==> src/rtl/step_controller_if.sv <==
// Button/halt inputs and step/display outputs of the execution sequencer.
// The controller takes the slave side; the board or bench drives the master side.
interface step_controller_if;
  logic        btn_step;
  logic        btn_mode;
  logic        halt_req;
  logic        step_en;
  logic        sample_en;
  logic        mode_run;
  logic        halted;
  logic [15:0] step_count;

  modport master (
    output btn_step, btn_mode, halt_req,
    input  step_en, sample_en, mode_run, halted, step_count
  );

  modport slave (
    input  btn_step, btn_mode, halt_req,
    output step_en, sample_en, mode_run, halted, step_count
  );
endinterface

==> src/rtl/step_controller.sv <==
// Execution sequencer: debounced pushbuttons drive a one-cycle step strobe in
// single-step or free-running mode, with a halt state and a wrapping step counter.
module step_controller #(
  parameter int DEBOUNCE_CYCLES = 1_000_000,
  parameter int RUN_DIV         = 25_000_000
) (
  input  logic             clk,
  input  logic             n_rst,
  step_controller_if.slave bus
);
  // state   | meaning
  // ST_STEP | one step per debounced step press
  // ST_RUN  | one step every RUN_DIV cycles
  // ST_HALT | queue reported empty; only a mode press leaves
  typedef enum logic [1:0] {ST_STEP, ST_RUN, ST_HALT} state_t;

  localparam int DW = $clog2(DEBOUNCE_CYCLES + 1);
  localparam int TW = $clog2(RUN_DIV);
  localparam logic [DW-1:0] DB_LAST   = DW'(DEBOUNCE_CYCLES - 1);
  localparam logic [TW-1:0] TICK_LAST = TW'(RUN_DIV - 1);

  // Bit 0 carries the step button, bit 1 the mode button.
  logic [1:0]         sync1_q, sync2_q;
  logic [1:0]         lvl_q, lvl_d, lvl_prev_q;
  logic [1:0][DW-1:0] db_cnt_q, db_cnt_d;
  logic [1:0]         press_q;

  state_t        state_q, state_d;
  logic [TW-1:0] tick_q, tick_d;
  logic          step_en_q, step_en_d;
  logic          sample_en_q;
  logic [15:0]   step_count_q;
  logic          p_step, p_mode, tick_last;

  always_comb begin
    lvl_d    = lvl_q;
    db_cnt_d = '0;
    for (int i = 0; i < 2; i++) begin
      if (sync2_q[i] != lvl_q[i]) begin
        if (db_cnt_q[i] == DB_LAST) begin
          lvl_d[i] = sync2_q[i];
        end else begin
          db_cnt_d[i] = db_cnt_q[i] + 1'b1;
        end
      end
    end
  end

  assign p_step    = press_q[0];
  assign p_mode    = press_q[1];
  assign tick_last = (tick_q == TICK_LAST);

  // A mode press always takes priority over a step or a terminal count.
  always_comb begin
    state_d   = state_q;
    tick_d    = '0;
    step_en_d = 1'b0;
    case (state_q)
      ST_STEP: begin
        if (p_mode) begin
          state_d = ST_RUN;
        end else if (p_step) begin
          if (bus.halt_req) state_d   = ST_HALT;
          else              step_en_d = 1'b1;
        end
      end
      ST_RUN: begin
        tick_d = tick_last ? '0 : tick_q + 1'b1;
        if (p_mode) begin
          state_d = ST_STEP;
          tick_d  = '0;
        end else if (tick_last) begin
          if (bus.halt_req) state_d   = ST_HALT;
          else              step_en_d = 1'b1;
        end
      end
      ST_HALT: begin
        if (p_mode) state_d = ST_STEP;
      end
      default: state_d = ST_STEP;
    endcase
  end

  always_ff @(posedge clk or negedge n_rst) begin
    if (!n_rst) begin
      sync1_q      <= '0;
      sync2_q      <= '0;
      lvl_q        <= '0;
      lvl_prev_q   <= '0;
      db_cnt_q     <= '0;
      press_q      <= '0;
      state_q      <= ST_STEP;
      tick_q       <= '0;
      step_en_q    <= 1'b0;
      sample_en_q  <= 1'b0;
      step_count_q <= '0;
    end else begin
      sync1_q      <= {bus.btn_mode, bus.btn_step};
      sync2_q      <= sync1_q;
      lvl_q        <= lvl_d;
      lvl_prev_q   <= lvl_q;
      db_cnt_q     <= db_cnt_d;
      press_q      <= lvl_q & ~lvl_prev_q;
      state_q      <= state_d;
      tick_q       <= tick_d;
      step_en_q    <= step_en_d;
      sample_en_q  <= step_en_q;
      if (step_en_q) step_count_q <= step_count_q + 16'd1;
    end
  end

  assign bus.step_en    = step_en_q;
  assign bus.sample_en  = sample_en_q;
  assign bus.mode_run   = (state_q == ST_RUN);
  assign bus.halted     = (state_q == ST_HALT);
  assign bus.step_count = step_count_q;
endmodule

==> src/flat_wrapper.sv <==
// flat-port wrapper written by rule: the top's interface ports become plain ports
module step_controller_flat 
#(
  parameter int DEBOUNCE_CYCLES = 1_000_000,
  parameter int RUN_DIV         = 25_000_000
)
  (clk, n_rst, bus_btn_step, bus_btn_mode, bus_halt_req, bus_step_en, bus_sample_en, bus_mode_run, bus_halted, bus_step_count);
  step_controller_if bus_i ();
  input  logic clk;
  input  logic n_rst;
  input wire logic [$bits(bus_i.btn_step)-1:0] bus_btn_step;
  input wire logic [$bits(bus_i.btn_mode)-1:0] bus_btn_mode;
  input wire logic [$bits(bus_i.halt_req)-1:0] bus_halt_req;
  output wire logic [$bits(bus_i.step_en)-1:0] bus_step_en;
  output wire logic [$bits(bus_i.sample_en)-1:0] bus_sample_en;
  output wire logic [$bits(bus_i.mode_run)-1:0] bus_mode_run;
  output wire logic [$bits(bus_i.halted)-1:0] bus_halted;
  output wire logic [$bits(bus_i.step_count)-1:0] bus_step_count;
  assign bus_i.btn_step = bus_btn_step;
  assign bus_i.btn_mode = bus_btn_mode;
  assign bus_i.halt_req = bus_halt_req;
  assign bus_step_en = bus_i.step_en;
  assign bus_sample_en = bus_i.sample_en;
  assign bus_mode_run = bus_i.mode_run;
  assign bus_halted = bus_i.halted;
  assign bus_step_count = bus_i.step_count;
  step_controller #(.DEBOUNCE_CYCLES(DEBOUNCE_CYCLES), .RUN_DIV(RUN_DIV)) u_core (.clk(clk), .n_rst(n_rst), .bus(bus_i));
endmodule
==> config.mk <==
export PLATFORM = sky130hd
export DESIGN_NAME = step_controller_flat
export DESIGN_NICKNAME = d
export VERILOG_FILES = /design/src/rtl/step_controller_if.sv /design/src/rtl/step_controller.sv /design/src/flat_wrapper.sv
export SDC_FILE = /design/constraint.sdc
export NUM_CORES = 1
export LEC_CHECK = 0
export ABC_AREA = 1
export BUFFER_PORTS_ARGS = -buffer_cell sky130_fd_sc_hd__buf_2
export CAP_MARGIN = 15
export CORE_MARGIN = 2
export CORE_UTILIZATION = 49
export DETAILED_ROUTE_END_ITERATION = 16
export MAX_ROUTING_LAYER = met4
export PLACE_DENSITY = 0.76
export SETUP_SLACK_MARGIN = 0.05
export SYNTH_ARGS = -nofsm -noshare
export SYNTH_HDL_FRONTEND = slang
export SYNTH_SLANG_ARGS = --single-unit
==> constraint.sdc <==
create_clock -name clk -period 1.8 [get_ports clk]
set_clock_uncertainty 0.15 [all_clocks]
set_input_delay 0.27 -clock clk [delete_from_list [all_inputs] [get_ports clk]]
set_output_delay 0.27 -clock clk [all_outputs]
set_load 0.005 [all_outputs]
# Yosys cells after proc, flatten, opt, wreduce, memory -nomap -nowiden
# Index checks and enable logic that the tools add are counted.
# W data, S select, Z words.
[word_totals] wordCells=53 regBits=95 in_bits=5
[op_classes] bitwise_logic=2 add_sub_neg=4 n_mux=20 n_reduce_logical=4 eq_ne=10
[ops] operator="$mux W20" n=4
[ops] operator="$mux W25" n=3
[ops] operator="$add A20 B1 Y20 const B" n=2
[ops] operator="$eq A20 B20 Y1 const B" n=2
[ops] operator="$add A25 B1 Y25 const B" n=1
[ops] operator="$eq A25 B25 Y1 const B" n=1
[ops] operator="$add A16 B1 Y16 const B" n=1
[ops] operator="$mux W2" n=6
[ops] operator="$ne A3 B1 Y1 const B" n=2
[ops] operator="$pmux W2 S3" n=1
[ops] operator="$mux W1" n=5
[ops] operator="$reduce_and A2 Y1" n=2
[ops] operator="$reduce_and A3 Y1" n=1
[ops] operator="$and A2 B2 Y2" n=1
[ops] operator="$eq A2 B1 Y1 const B" n=1
[ops] operator="$eq A2 B2 Y1 const B" n=1
[ops] operator="$logic_not A2 Y1" n=1
[ops] operator="$ne A1 B1 Y1" n=2
[ops] operator="$ne A2 B1 Y1 const B" n=1
[ops] operator="$not A2 Y2" n=1
[ops] operator="$pmux W1 S2" n=1

# Depth between registers and ports, before layout
[logic_depth] word_depth=4 ltp_mapped=9 mapped_depth_nobuf=9

# Worst setup path after synthesis
# OpenSTA, ideal clock, no wires.
[synth_timing] path_kind="reg2reg" start="reg u_core.db_cnt_q[0] (netlist name)" end="reg u_core.db_cnt_q[17] (netlist name)" path_buffers=0 path_stages_with_launch=9 setup_ns=0.119 arrival_ns=1.265 slack_ns=0.266 cell_sequence="dfrtp_1 ha_1 nand2_1 nor3_1 nand3_1 nand2_4 inv_2 nand2_1 nor2_1"
[synth_rtl] element="start, declared" line="step_controller.sv:25" text="logic [1:0][DW-1:0] db_cnt_q, db_cnt_d;"
[synth_rtl] element="start signal, assigned" line="step_controller.sv:102" text="db_cnt_q <= db_cnt_d;"

# Final worst setup path
[layout_timing] start="reg u_core.tick_q[0]" end="reg u_core.tick_q[20]"
[layout_via] elab_chain_len=4
[layout_rtl] element="start, declared" line="step_controller.sv:29" text="logic [TW-1:0] tick_q, tick_d;"
[layout_rtl] element="start signal, assigned" line="step_controller.sv:105" text="tick_q <= tick_d;"
[layout_rtl] element="$add A25 B1 Y25 or $eq A25 B25 Y1 (tied branches)" line="step_controller.sv:68, step_controller.sv:51"
[layout_rtl] element="$mux W25 (*)" line="step_controller.sv:68" text="tick_d = tick_last ? '0 : tick_q + 1'b1;"
[layout_rtl] element="$mux W25 (*)" line="step_controller.sv:69" text="if (p_mode) begin"
[layout_rtl] element="$mux W25 (*)" line="step_controller.sv:58" text="case (state_q)"
[layout_rtl] element="named net u_core.tick_d[20]" line="step_controller.sv:29"
# Mark *: on every way through the listed nets, which the timed path passes. The rest lies on a longest branch.
# A chain may end at the register's enable or synchronous reset.

==> summary.md <==
| Metric | Value |
|---|---|
| DRT iter0 DRCs | `around 200` |
| Pin count of the biggest net entering global routing | `42` |
| Aggregate routed wire length | `9770 um` |
| Max clock buf depth | `2` |
| Path class of the lowest-slack min-delay path | `in -> reg` |
| Smallest hold slack | `~0.038 ns` |
| Total Power | `0.00376 W` |
| Max_slew headroom | `a little under three quarters` |
| Largest fanout on the critical path | `10` |
| Mapped Cells | `between 600 and 700` |
| Syn Area/Cell | `just under 8 um2` |
| Total of warnings raised by yosys | `0` |
| Core Footprint | `0.00977 mm2` |
| Max frequency | `600 MHz` |
| Count of distinct cell types in the synthesized netlist | `27` |
| Actual transition at the worst max-transition pin | `approximately 0.42 ns` |
| Endpoint arrival time on the critical path | `~1.8 ns` |
| Number of clock sinks | `95` |
| N_diodes | `0` |
| Global-route wire length before repair | `~17000 um` |
| Power per Cell Area | `663 mW/mm2` |
| Final Hold Viols | `0` |
| Unrepaired setup endpoints after global routing | `no` |
| Category of the critical setup timing path | `reg -> reg` |
| Register bit count reported by yosys | `95` |
| Final net count | `between 600 and 700` |
| Setup-failing EPs final | `0` |
| Total DRC errors in the routed layout | `0` |
| Overall die height | `105 um` |
| Rows | `36` |
| Clock transition time at the flip-flop clock pins of the worst setup and hold paths | `approximately 0.09 ns` |
| Max-slew violation count | `0` |
| Fill count | `slightly below 900` |
| Max-cap check violation count | `0` |
| Wirelength per Cell | `11.9 um` |
| Final ANT Viol Nets | `0` |
| CP startpoint kind | `flop` |
| Portion of the clock cycle consumed by the worst path in the final layout | `approximately 93%` |
| Register cell area after layout | `~0.0024 mm2` |
| Detailed Place HPWL | `approximately 7000 um` |
| Proportion of layout cells with a drive suffix above 1 | `14.8%` |
| Data required time at the worst endpoint | `~1.9 ns` |
| Register area share after synthesis | `about half` |
| Vias per Instance | `a little under 5` |
| Worst Setup End Kind | `flop` |
| Vias | `roughly 4000` |
| Tmin final | `around 1.7 ns` |
| Synth Net Count | `approximately 640` |
| Initial antenna violation count | `0` |
| First-pass detailed-route iteration total | `6` |
| Count of boundary I/O pins | `25` |
| CTS tree | `built` |
| Cell Area, Synth | `roughly 0.0049 mm2` |
| Number of I/O port buffers | `24` |
| GRT Overall Usage | `slightly below 20%` |
| Area grow syn2layout | `14.4%` |
| Via count of the first global-routing pass | `between 3000 and 4000` |
| Setup TNS after final layout | `0 ns` |
| Die outline area | `0.0109 mm2` |
| Starting density of the core | `between 50% and 60%` |
| Multi-input gate area in the final layout | `0.00240 mm2` |
| RD Place Congestion | `0.904` |
| Root buffer selected by CTS | `sky130_fd_sc_hd__clkbuf_8` |
| Worst supply voltage drop on vdd | `625 uV` |
| Clk Latency, worst-skew pair | `roughly 0.37 ns` |
| GRT Residual Overflow | `0` |
| Lkg Pwr | `~2.6 nW` |
| Number of buffers inserted during clock tree synthesis | `9` |
| Final core area utilization | `57.9%` |
| Die width | `~100 um` |
| Number of levels the H-tree was split into | `3` |
| Run status | `finished clean` |
[cells by family after synthesis]
group,after synthesis,share of synthesized area [%]
multiplexers,1,0.227
adder cells (fa/ha/maj),4,1.01
XOR/XNOR,42,7.43
AO/OA/AOI/OAI,20,2.12
AND/OR/NAND/NOR,398,35.5
flip-flops,95,48.0
buffers and inverters,73,5.69
[area by class of cell]
| class | instances | area share (%) |
|---|---|---|
| Multi-Input combinational cell | 467 | 42.3 |
| Inverter | 72 | 4.77 |
| Clock inverter | 6 | 1.28 |
| Timing Repair Buffer | 37 | 4.24 |
| Tap cell | 133 | 2.94 |
| Clock buffer | 10 | 2.43 |
| Sequential cell | 95 | 42.0 |
[power by group]
group / internal [W] / leakage, nW / switching, W / total, W
Clock: 0.000703 / 0.110 / 0.000783 / 0.00149
Sequential: 0.00215 / 1.31 / 0.0000107 / 0.00216
Combinational: 0.0000350 / 1.14 / 0.0000768 / 0.000112
Total: 0.00288 / 2.56 / 0.000871 / 0.00376
[routing by layer]
| layer | wire length [um] | up-vias | global-route usage, % | share of wire (%) |
|---|---|---|---|---|
| met5 | 0 | - | - | 0 |
| met4 | 151 | 0 | 5.69 | 1.5 |
| met3 | 462 | 19 | 4.14 | 4.7 |
| met2 | 4700 | 93 | 31.8 | 48 |
| met1 | 4460 | 1893 | 24.2 | 46 |
| li1 | - | 2063 | - | - |
[stage by stage]
stage / instances / setup slack, ns / cell area (um2)
6_report: 820 / 0.134 / 5660
5_1_grt: 820 / 0.0267 / 5660
4_1_cts: 812 / 0.0800 / 5520
3_5_place_dp: 793 / 0.0374 / 5270
3_3_place_gp: 793 / 0.119 / 5270
2_1_floorplan: 633 / 0.266 / 4950
[critical path: stages (launching register included)]
cell	delay, ns
sky130_fd_sc_hd__dfrtp_1	0.42
sky130_fd_sc_hd__ha_4	0.16
sky130_fd_sc_hd__nand3_2	0.14
sky130_fd_sc_hd__nor2_1	0.14
sky130_fd_sc_hd__nand2_1	0.06
sky130_fd_sc_hd__nor2_1	0.24
sky130_fd_sc_hd__nor2_4	0.12
sky130_fd_sc_hd__nand2_1	0.09
sky130_fd_sc_hd__nor2_1	0.04
[registers in the layout, summed over array words and instances, names as in the netlist]
register	flops
u_core.bus.sample_en	1
u_core.bus.step_count	16
u_core.bus.step_en	1
u_core.db_cnt_q	40
u_core.lvl_prev_q	2
u_core.lvl_q	2
u_core.press_q	2
u_core.state_q	2
u_core.sync1_q	2
u_core.sync2_q	2
u_core.tick_q	25
[final timing paths]
check / to / slack, ns / start / cells after the start
worst max-delay path: u_core.tick_q[20]$_DFF_PN0_ / 0.13 / u_core.tick_q[0]$_DFF_PN0_ / 8
worst min-delay path: u_core.bus.step_en$_DFF_PN0_ / 0.04 / bus_halt_req / 4
worst max register to register: u_core.tick_q[20]$_DFF_PN0_ / 0.13 / u_core.tick_q[0]$_DFF_PN0_ / 8
worst min register to register: u_core.sync2_q[0]$_DFF_PN0_ / 0.21 / u_core.sync1_q[0]$_DFF_PN0_ / 0
max in group asynchronous: u_core.bus.step_count[3]$_DFFE_PN0P_ / 0.64 / n_rst / 3
min in group asynchronous: u_core.tick_q[8]$_DFF_PN0_ / 0.23 / n_rst / 2
[cells in the mapped netlist]
| master | count | area [um2] |
|---|---|---|
| sky130_fd_sc_hd__inv_1 | 69 | 259 |
| sky130_fd_sc_hd__nand3_1 | 30 | 150 |
| sky130_fd_sc_hd__o21ai_0 | 4 | 20.0 |
| sky130_fd_sc_hd__xnor2_1 | 12 | 105 |
| sky130_fd_sc_hd__buf_6 | 1 | 11.3 |
| sky130_fd_sc_hd__nand4_1 | 12 | 75.1 |
| sky130_fd_sc_hd__nand2_1 | 143 | 537 |
| sky130_fd_sc_hd__a22oi_1 | 1 | 7.51 |
| sky130_fd_sc_hd__ha_1 | 4 | 50.1 |
| sky130_fd_sc_hd__and2_1 | 2 | 12.5 |
| sky130_fd_sc_hd__nor2_2 | 11 | 68.8 |
| sky130_fd_sc_hd__nand2_2 | 11 | 68.8 |
| sky130_fd_sc_hd__nand3b_1 | 4 | 30.0 |
| sky130_fd_sc_hd__nand3_2 | 4 | 40.0 |
| sky130_fd_sc_hd__mux2_2 | 1 | 11.3 |
| sky130_fd_sc_hd__inv_2 | 3 | 11.3 |
| sky130_fd_sc_hd__nor2_4 | 3 | 33.8 |
| sky130_fd_sc_hd__dfrtp_1 | 95 | 2380 |
| sky130_fd_sc_hd__xor2_1 | 30 | 263 |
| sky130_fd_sc_hd__nor2_8 | 1 | 20.0 |
| sky130_fd_sc_hd__nor3_1 | 19 | 95.1 |
| sky130_fd_sc_hd__nor3_2 | 1 | 10.0 |
| sky130_fd_sc_hd__nor3b_1 | 3 | 22.5 |
| sky130_fd_sc_hd__nor2_1 | 152 | 571 |
| sky130_fd_sc_hd__a21oi_1 | 14 | 70.1 |
| sky130_fd_sc_hd__o21bai_1 | 1 | 7.51 |
| sky130_fd_sc_hd__nand2_4 | 2 | 22.5 |
[repair_timing]
item,4_1_cts,5_1_grt
cloned,0,2
hold buffers,3,0
resized for setup,1,21
pin swaps,0,7
hold endpoints to repair,31,0
setup buffers,0,6
endpoints found under the setup margin,6,32
[layout by cell type, fill, tap and decap left out]
cell type,count
sky130_fd_sc_hd__a21oi_1,14
sky130_fd_sc_hd__a22oi_1,1
sky130_fd_sc_hd__and2_1,2
sky130_fd_sc_hd__buf_12,1
sky130_fd_sc_hd__buf_2,23
sky130_fd_sc_hd__buf_4,10
sky130_fd_sc_hd__bufinv_16,1
sky130_fd_sc_hd__clkbuf_8,10
sky130_fd_sc_hd__clkinv_2,1
sky130_fd_sc_hd__dfrtp_1,95
sky130_fd_sc_hd__dlygate4sd3_1,3
sky130_fd_sc_hd__ha_1,1
sky130_fd_sc_hd__ha_2,2
sky130_fd_sc_hd__ha_4,1
sky130_fd_sc_hd__inv_1,69
sky130_fd_sc_hd__inv_2,3
sky130_fd_sc_hd__inv_6,3
sky130_fd_sc_hd__inv_8,1
sky130_fd_sc_hd__mux2_2,1
sky130_fd_sc_hd__nand2_1,140
sky130_fd_sc_hd__nand2_2,14
sky130_fd_sc_hd__nand2_4,4
sky130_fd_sc_hd__nand3_1,27
sky130_fd_sc_hd__nand3_2,7
sky130_fd_sc_hd__nand3b_1,4
sky130_fd_sc_hd__nand4_1,12
sky130_fd_sc_hd__nor2_1,149
sky130_fd_sc_hd__nor2_2,9
sky130_fd_sc_hd__nor2_4,8
sky130_fd_sc_hd__nor2_8,1
sky130_fd_sc_hd__nor3_1,18
sky130_fd_sc_hd__nor3_2,1
sky130_fd_sc_hd__nor3_4,1
sky130_fd_sc_hd__nor3b_1,3
sky130_fd_sc_hd__o21ai_0,4
sky130_fd_sc_hd__o21bai_1,1
sky130_fd_sc_hd__xnor2_1,12
sky130_fd_sc_hd__xor2_1,30
(Power assumes the default switching activity.)
